==> src/rtl/multi_consumer_pipe_pkg.sv <==
// Shared constants, select-width helper and stage payload type for multi_consumer_pipe.
package multi_consumer_pipe_pkg;

   localparam int unsigned DEF_DATA_W    = 16;
   localparam int unsigned DEF_MAX_DEPTH = 8;
   localparam int unsigned DEF_NUM_TAPS  = 4;

   // Width of one tap select field; never narrower than one bit.
   function automatic int unsigned calc_sel_w(input int unsigned depth);
      int unsigned w;
      w = 32'($clog2(depth));
      return (w < 32'd1) ? 32'd1 : w;
   endfunction

   // One delay stage: valid flag plus sample at the default width.
   typedef struct packed {
      logic                  valid;
      logic [DEF_DATA_W-1:0] data;
   } stage_t;

endpackage

==> src/rtl/multi_consumer_pipe_stage.sv <==
// mcp_stage: one {valid, data} register of the delay line.
// Reset and flush both clear the stage; otherwise it loads only when enabled.
module mcp_stage
   import multi_consumer_pipe_pkg::*;
#(
   parameter int unsigned DATA_W = DEF_DATA_W
) (
   input  logic              i_clk,
   input  logic              i_rst,
   input  logic              i_en,
   input  logic              i_flush,
   input  logic              i_v,
   input  logic [DATA_W-1:0] i_d,
   output logic              o_v,
   output logic [DATA_W-1:0] o_d
);

   logic              r_v;
   logic [DATA_W-1:0] r_d;

   // Stage register: reset beats flush, flush beats enable.
   always_ff @(posedge i_clk) begin
      if (i_rst || i_flush) begin
         r_v <= 1'b0;
         r_d <= '0;
      end else if (i_en) begin
         r_v <= i_v;
         r_d <= i_d;
      end
   end

   assign o_v = r_v;
   assign o_d = r_d;

endmodule

==> src/rtl/multi_consumer_pipe.sv <==
// multi_consumer_pipe: en-qualified delay line with NUM_TAPS independent
// combinational taps. Optional valid-stage counter enabled by defining
// MULTI_CONSUMER_PIPE_FILL_COUNT_EN (adds the o_fill_count port).
module multi_consumer_pipe
   import multi_consumer_pipe_pkg::*;
#(
   parameter  int unsigned DATA_W    = DEF_DATA_W,
   parameter  int unsigned MAX_DEPTH = DEF_MAX_DEPTH,
   parameter  int unsigned NUM_TAPS  = DEF_NUM_TAPS,
`ifdef MULTI_CONSUMER_PIPE_FILL_COUNT_EN
   localparam int unsigned FC_W      = $clog2(MAX_DEPTH + 1),
`endif
   localparam int unsigned SEL_W     = calc_sel_w(MAX_DEPTH)
) (
   input  logic                       i_clk,
   input  logic                       i_rst,
   input  logic                       i_en,
   input  logic                       i_flush,
   input  logic [DATA_W-1:0]          i_d_in,
   input  logic                       i_v_in,
   input  logic [NUM_TAPS*SEL_W-1:0]  i_tap_sel,
   output logic [NUM_TAPS*DATA_W-1:0] o_d_out,
`ifdef MULTI_CONSUMER_PIPE_FILL_COUNT_EN
   output logic [NUM_TAPS-1:0]        o_v_out,
   output logic [FC_W-1:0]            o_fill_count
`else
   output logic [NUM_TAPS-1:0]        o_v_out
`endif
);

   // A select field can encode values past the last stage only when
   // MAX_DEPTH is not a power of two; only then is a clamp needed.
   localparam bit NEED_CLAMP = ((64'd1 << SEL_W) > 64'(MAX_DEPTH));

   logic [MAX_DEPTH-1:0] w_v;
   logic [DATA_W-1:0]    w_d [MAX_DEPTH];

   // Delay line: stage 0 takes the input sample, stage k takes stage k-1.
   for (genvar k = 0; k < int'(MAX_DEPTH); k++) begin : g_stage
      logic              w_vi;
      logic [DATA_W-1:0] w_di;

      if (k == 0) begin : g_head
         assign w_vi = i_v_in;
         assign w_di = i_d_in;
      end else begin : g_body
         assign w_vi = w_v[k-1];
         assign w_di = w_d[k-1];
      end

      mcp_stage #(
         .DATA_W (DATA_W)
      ) u_stage (
         .i_clk   (i_clk),
         .i_rst   (i_rst),
         .i_en    (i_en),
         .i_flush (i_flush),
         .i_v     (w_vi),
         .i_d     (w_di),
         .o_v     (w_v[k]),
         .o_d     (w_d[k])
      );
   end

   // Tap muxes: unregistered stage select, clamped to the last stage.
   for (genvar t = 0; t < int'(NUM_TAPS); t++) begin : g_tap
      logic [SEL_W-1:0] w_raw;
      logic [SEL_W-1:0] w_idx;

      assign w_raw = i_tap_sel[t*SEL_W +: SEL_W];

      if (NEED_CLAMP) begin : g_clamp
         assign w_idx = (w_raw > SEL_W'(MAX_DEPTH - 1)) ? SEL_W'(MAX_DEPTH - 1) : w_raw;
      end else begin : g_pass
         assign w_idx = w_raw;
      end

      assign o_d_out[t*DATA_W +: DATA_W] = w_d[w_idx];
      assign o_v_out[t]                  = w_v[w_idx];
   end

`ifdef MULTI_CONSUMER_PIPE_FILL_COUNT_EN
   logic [FC_W-1:0] r_fill_count;

   // Valid-stage count: +1 for an entering valid, -1 for a valid leaving the end.
   always_ff @(posedge i_clk) begin
      if (i_rst || i_flush) begin
         r_fill_count <= '0;
      end else if (i_en) begin
         r_fill_count <= r_fill_count + FC_W'(i_v_in) - FC_W'(w_v[MAX_DEPTH-1]);
      end
   end

   assign o_fill_count = r_fill_count;
`endif

endmodule

==> config.mk <==
export PLATFORM = sky130hd
export DESIGN_NAME = multi_consumer_pipe
export DESIGN_NICKNAME = d
export VERILOG_FILES = /design/src/rtl/multi_consumer_pipe_pkg.sv /design/src/rtl/multi_consumer_pipe_stage.sv /design/src/rtl/multi_consumer_pipe.sv
export SDC_FILE = /design/constraint.sdc
export NUM_CORES = 1
export LEC_CHECK = 0
export BUFFER_PORTS_ARGS = -buffer_cell sky130_fd_sc_hd__buf_2
export CAP_MARGIN = 10
export CORE_AREA = 3 3 142 144
export CTS_BUF_LIST = sky130_fd_sc_hd__clkbuf_8 sky130_fd_sc_hd__clkbuf_16
export DETAILED_ROUTE_END_ITERATION = 16
export DIE_AREA = 0 0 145 147
export PLACE_DENSITY = 0.73
export SETUP_SLACK_MARGIN = 0.2
export SYNTH_ARGS = -nofsm -noshare
export SYNTH_HDL_FRONTEND = slang
export SYNTH_HIERARCHICAL = 1
export SYNTH_SLANG_ARGS = --single-unit
==> constraint.sdc <==
create_clock -name i_clk -period 2.07 [get_ports i_clk]
set_clock_uncertainty 0.05 [all_clocks]
set_input_delay 0.414 -clock i_clk [delete_from_list [all_inputs] [get_ports i_clk]]
set_output_delay 0.414 -clock i_clk [all_outputs]
set_load 0.02 [all_outputs]
# After elaboration in Yosys (flattened, before gate mapping)
# Cells that the tools add are included.
# Widths: inputs -> output; s select.
# op_classes
n_reduce_logical	1
bitwise	4
n_mux	20
n_lt_le_gt_ge	8
# op_table
operator	count
$bmux 16 s3	4
$mux 16	8
$ge 4x4->1 const B	4
$lt 3x4->1 const B	4
$not 3->4	4
$bmux 1 s3	4
$mux 1	4
$logic_or 1x1->1	1
# word_totals
regBits	136
out_inout_bits	68
inputBits	33
wordCells	49

# Depth between registers and ports, before layout
# logic_depth
depth_word	4
depth_mapped	4
mapped_depth_nobuf	2

# By module
# Netlist, hierarchy kept.
# by_module_without_submodules
module	area_each_um2	cells_each	seq_area_each_um2	instances
mcp_stage	629.4	56	340.3	8
multi_consumer_pipe	4465.5	244	0.0	1

# Least setup slack after synthesis
# OpenSTA, ideal clock, no wires.
# synth_path
path_kind	in2out
from	in i_tap_sel[10]
to	out o_d_out[49]
required_ns	1.606
n_path_buf	2
arrival_ns	1.588
stages	4
path_slack_ns	0.018
cell_sequence	clkbuf_1 > clkbuf_1 > mux4_2 > mux2_2
# synth_between
elab_chain_len	4
# synth_rtl
element	line	source
from (decl)	multi_consumer_pipe.sv:21	input logic [NUM_TAPS*SEL_W-1:0] i_tap_sel,
$not 3->4 (not written as such)	multi_consumer_pipe.sv:78	assign o_d_out[t*DATA_W +: DATA_W] = w_d[w_idx];
$bmux 16 s3	multi_consumer_pipe.sv:78	
$mux 16 (not written as such) (2 in series)	multi_consumer_pipe.sv:78	
to (decl)	multi_consumer_pipe.sv:22	output logic [NUM_TAPS*DATA_W-1:0] o_d_out,
# No other way between the ends. The select of a mux whose other input is x is not followed.

# Worst setup path after layout
# layout_path
from	reg g_stage[5].u_stage.r_d[13]
to	out o_d_out[29]
# layout_between
elab_chain_len	3
# layout_rtl
element	line	source
from (decl)	multi_consumer_pipe_stage.sv:19	logic [DATA_W-1:0] r_d;
from (signal assigned)	multi_consumer_pipe_stage.sv:28	r_d <= i_d;
$bmux 16 s3	multi_consumer_pipe.sv:78	
$mux 16 (not written as such) (2 in series)	multi_consumer_pipe.sv:78	
# No other way between the ends. The select of a mux whose other input is x is not followed.

==> metrics.csv <==
stage,metric,value,unit
critical_path,Worst EP required,1610,ps
sta,WHS,171.0,ps
power_and_ir_drop,Comb pwr share,0.125,
clock_tree,clock sinks,136,
yosys,Mapped Avg Cell Area,13.73,sq um
power_and_ir_drop,Clk network pwr share,0.512,
place,dpl hpwl,15.73,mm
place,placed cell area,10230,sq um
clock_tree,Hold Buf Count CTS,0,
global_routing,initial antenna violation count,0,
detailed_routing,ANT nets after route,0,
sta,Worst-Margin Slew,1037,ps
detailed_routing,DRT iter0 DRCs,593,
critical_path,Crit-path slowest cell,mux4_2,
power_and_ir_drop,leak pwr,4.929,nW
worst_hold_path,min-delay worst type,in2reg,
critical_path,CP peak stage delay,470,ps
power_and_ir_drop,Reg power frac,0.363,
die,initial core utilization,0.5045,
critical_path,worst-path cell chain,mux4_2 -> mux2_4 -> buf_6,
clock_tree,clk_lat worst skew,430,ps
job,max-cap check violation count,0,
yosys,"Seq/Total Area, Yosys",0.2866,
yosys,synthesized net count,725,
die,Top Ports,101,
sta,Pins Over Slew Limit,0,
critical_path,Crit path max-delay family,multiplexers,
critical_path,CP Max Fanout,6,
sta,fmax,458.7,MHz
power_and_ir_drop,NetSw,1.679,mW
clock_tree,H-tree Lvls,4,
yosys,Seq cells post-synth,136,
detailed_routing,DR vias,6843,
yosys,synth warn,6,
detailed_routing,DRT Pass-1 Iters,5,
sta,Final min period,2180,ps
die,Die Y,147,microns
sta,smallest setup slack after layout,-110.2,ps
die,Core Footprint,18830,sq um
global_routing,global route overflow,0,
power_and_ir_drop,worst vdd rail ir drop,603.2,uV
cells_and_area,nets,847,
clock_tree,clk root buf,clkbuf_16,
yosys,Post-Syn Instances,692,
sta,final setup fails,68,
critical_path,CP Launch Type,register,
cells_and_area,area of the multi-input gates,6006,sq um
clock_tree,CTS Buf Count,17,
sta,Final Hold Vio Count,0,
sta,worst rel slew slack,0.3085,
cells_and_area,share of cells above drive strength 1,0.6562,
clock_tree,clk slew on worst S/H paths,60,ps
detailed_routing,Avg WL per Cell,24.82,microns
cells_and_area,n_diodes,0,
global_routing,first-pass GRT wire length,41.42,mm
die,die width,145,microns
cells_and_area,design area,12070,sq um
sta,fin crit share,1.053,
critical_path,Worst EP arrival,1720,ps
cells_and_area,number of fill cells,1298,
cells_and_area,most frequent cells in the layout,"mux4_2, mux2i_1, nor2_1, dfxtp_2, buf_6",
power_and_ir_drop,Int Pwr,5.523,mW
outcome,failing checks,setup timing,
cells_and_area,register area,2970,sq um
die,die area,21320,sq um
clock_tree,CTS tree,yes,
detailed_routing,routed vias/inst,6.301,
cells_and_area,Layout area overhead,27.04,%
power_and_ir_drop,Pwr Density,596.7,nW/um^2
detailed_routing,drt drc,0,
global_routing,largest net degree at the start of global routing,32,
critical_path,Bufs and invs on worst path,1,
sta,RSZ-0062 raised after global routing,yes,
die,FP Rows,50,
global_routing,vias in the first global route,6842,
place,Routability Congestion,0.8055,
sta,Post-Route Setup TNS,-4235,ps
outcome,status,"finished, violations left",
critical_path,Crit Path Class,reg2out,
yosys,library cells used by synthesis,13,
critical_path,endpoint class of the critical path,primary output,
place,IO buf count,100,
power_and_ir_drop,switching share of power,0.2332,
clock_tree,Clock Path Buffers,2,
yosys,synthesized area,9500,sq um
detailed_routing,Total Wirelength,26.96,mm
global_routing,Total Routing Usage GR,0.2531,
## state kept, by name, summed over array words and instances (netlist names)
register             cells
g_stage.u_stage/o_d    128
g_stage.u_stage/o_v      8
## power by group through the flow
stage | combinational [mW] | clock (mW) | sequential [mW]
4_1_cts | 0.891 | 3.68 | 2.62
5_1_grt | 0.928 | 3.80 | 2.61
3_5_place_dp | 0.779 | 0 | 2.71
2_1_floorplan | 0.622 | 0 | 2.70
6_report | 0.898 | 3.69 | 2.61
3_3_place_gp | 0.774 | 0 | 2.71
## per-stage QoR
step | power (mW) | std cells | util | setup WS [ps]
floorplan | 3.325 | 692 | - | 152.4
global route | 7.346 | 1086 | 0.6409 | -136.3
detailed placement | 3.490 | 1020 | 0.5435 | -245.4
finish | 7.202 | 1086 | 0.6409 | -110.2
CTS | 7.193 | 1082 | 0.6363 | -114.1
global placement | 3.484 | 1020 | 0.5435 | -220.5
## what timing repair did
action | CTS | global route
cloned | 9 | 0
buffers inserted | 22 | 4
gates resized for setup | 322 | 24
setup endpoints to repair | 68 | 68
endpoints found under the hold margin | 0 | 0
## synthesized netlist by cell type
cell type    n  area share
clkbuf_1    16      0.0063
buf_6       40       0.047
or2_1        8      0.0053
nor2_1     136       0.054
buf_2        4      0.0021
buf_8        8       0.013
clkbuf_2     1     0.00053
mux2i_1    136        0.14
mux4_2      40       0.095
dfxtp_1    136        0.29
mux4_1      96        0.27
mux2_2      68       0.081
buf_1        3      0.0012
## worst min-delay path, stage by stage
cell and delay, ps:
buf_2 70, mux2i_1 50, nor2_1 70
## layer usage
metal | global-route usage | vias up | part of all wire
li1 | - | 2916 | -
met1 | 0.3220 | 3471 | 0.39
met5 | 0 | - | 0
met2 | 0.4192 | 362 | 0.49
met3 | 0.05336 | 94 | 0.075
met4 | 0.1154 | 0 | 0.041
## final timing paths
check                                                 from                        end  slack, ps  cells after the start
worst max register to register   g_stage[5].u_stage/o_d[0]  g_stage[6].u_stage/o_d[0]       1100                      3
worst min-delay path                             i_d_in[1]  g_stage[0].u_stage/o_d[1]        170                      3
worst min register to register   g_stage[7].u_stage/o_d[4]  g_stage[7].u_stage/o_d[4]        480                      2
worst max-delay path            g_stage[5].u_stage/o_d[13]                o_d_out[29]       -110                      3
## area by class of cell
type | instances | area share
Tap cell | 260 | 0.02695
Sequential cell | 136 | 0.2461
Multi-Input combinational cell | 484 | 0.4976
Clock inverter | 14 | 0.02301
Timing Repair Buffer | 175 | 0.1711
Clock buffer | 17 | 0.03525
## logic make-up (layout without fill, tap and decap cells)
logic type             Yosys count  after routing  share of synthesized area
buffers and inverters           72            206                    0.07020
flip-flops                     136            136                     0.2866
multiplexers                   340            340                     0.5842
AND/OR/NAND/NOR                144            144                    0.05900
(Power assumes the default switching activity.)
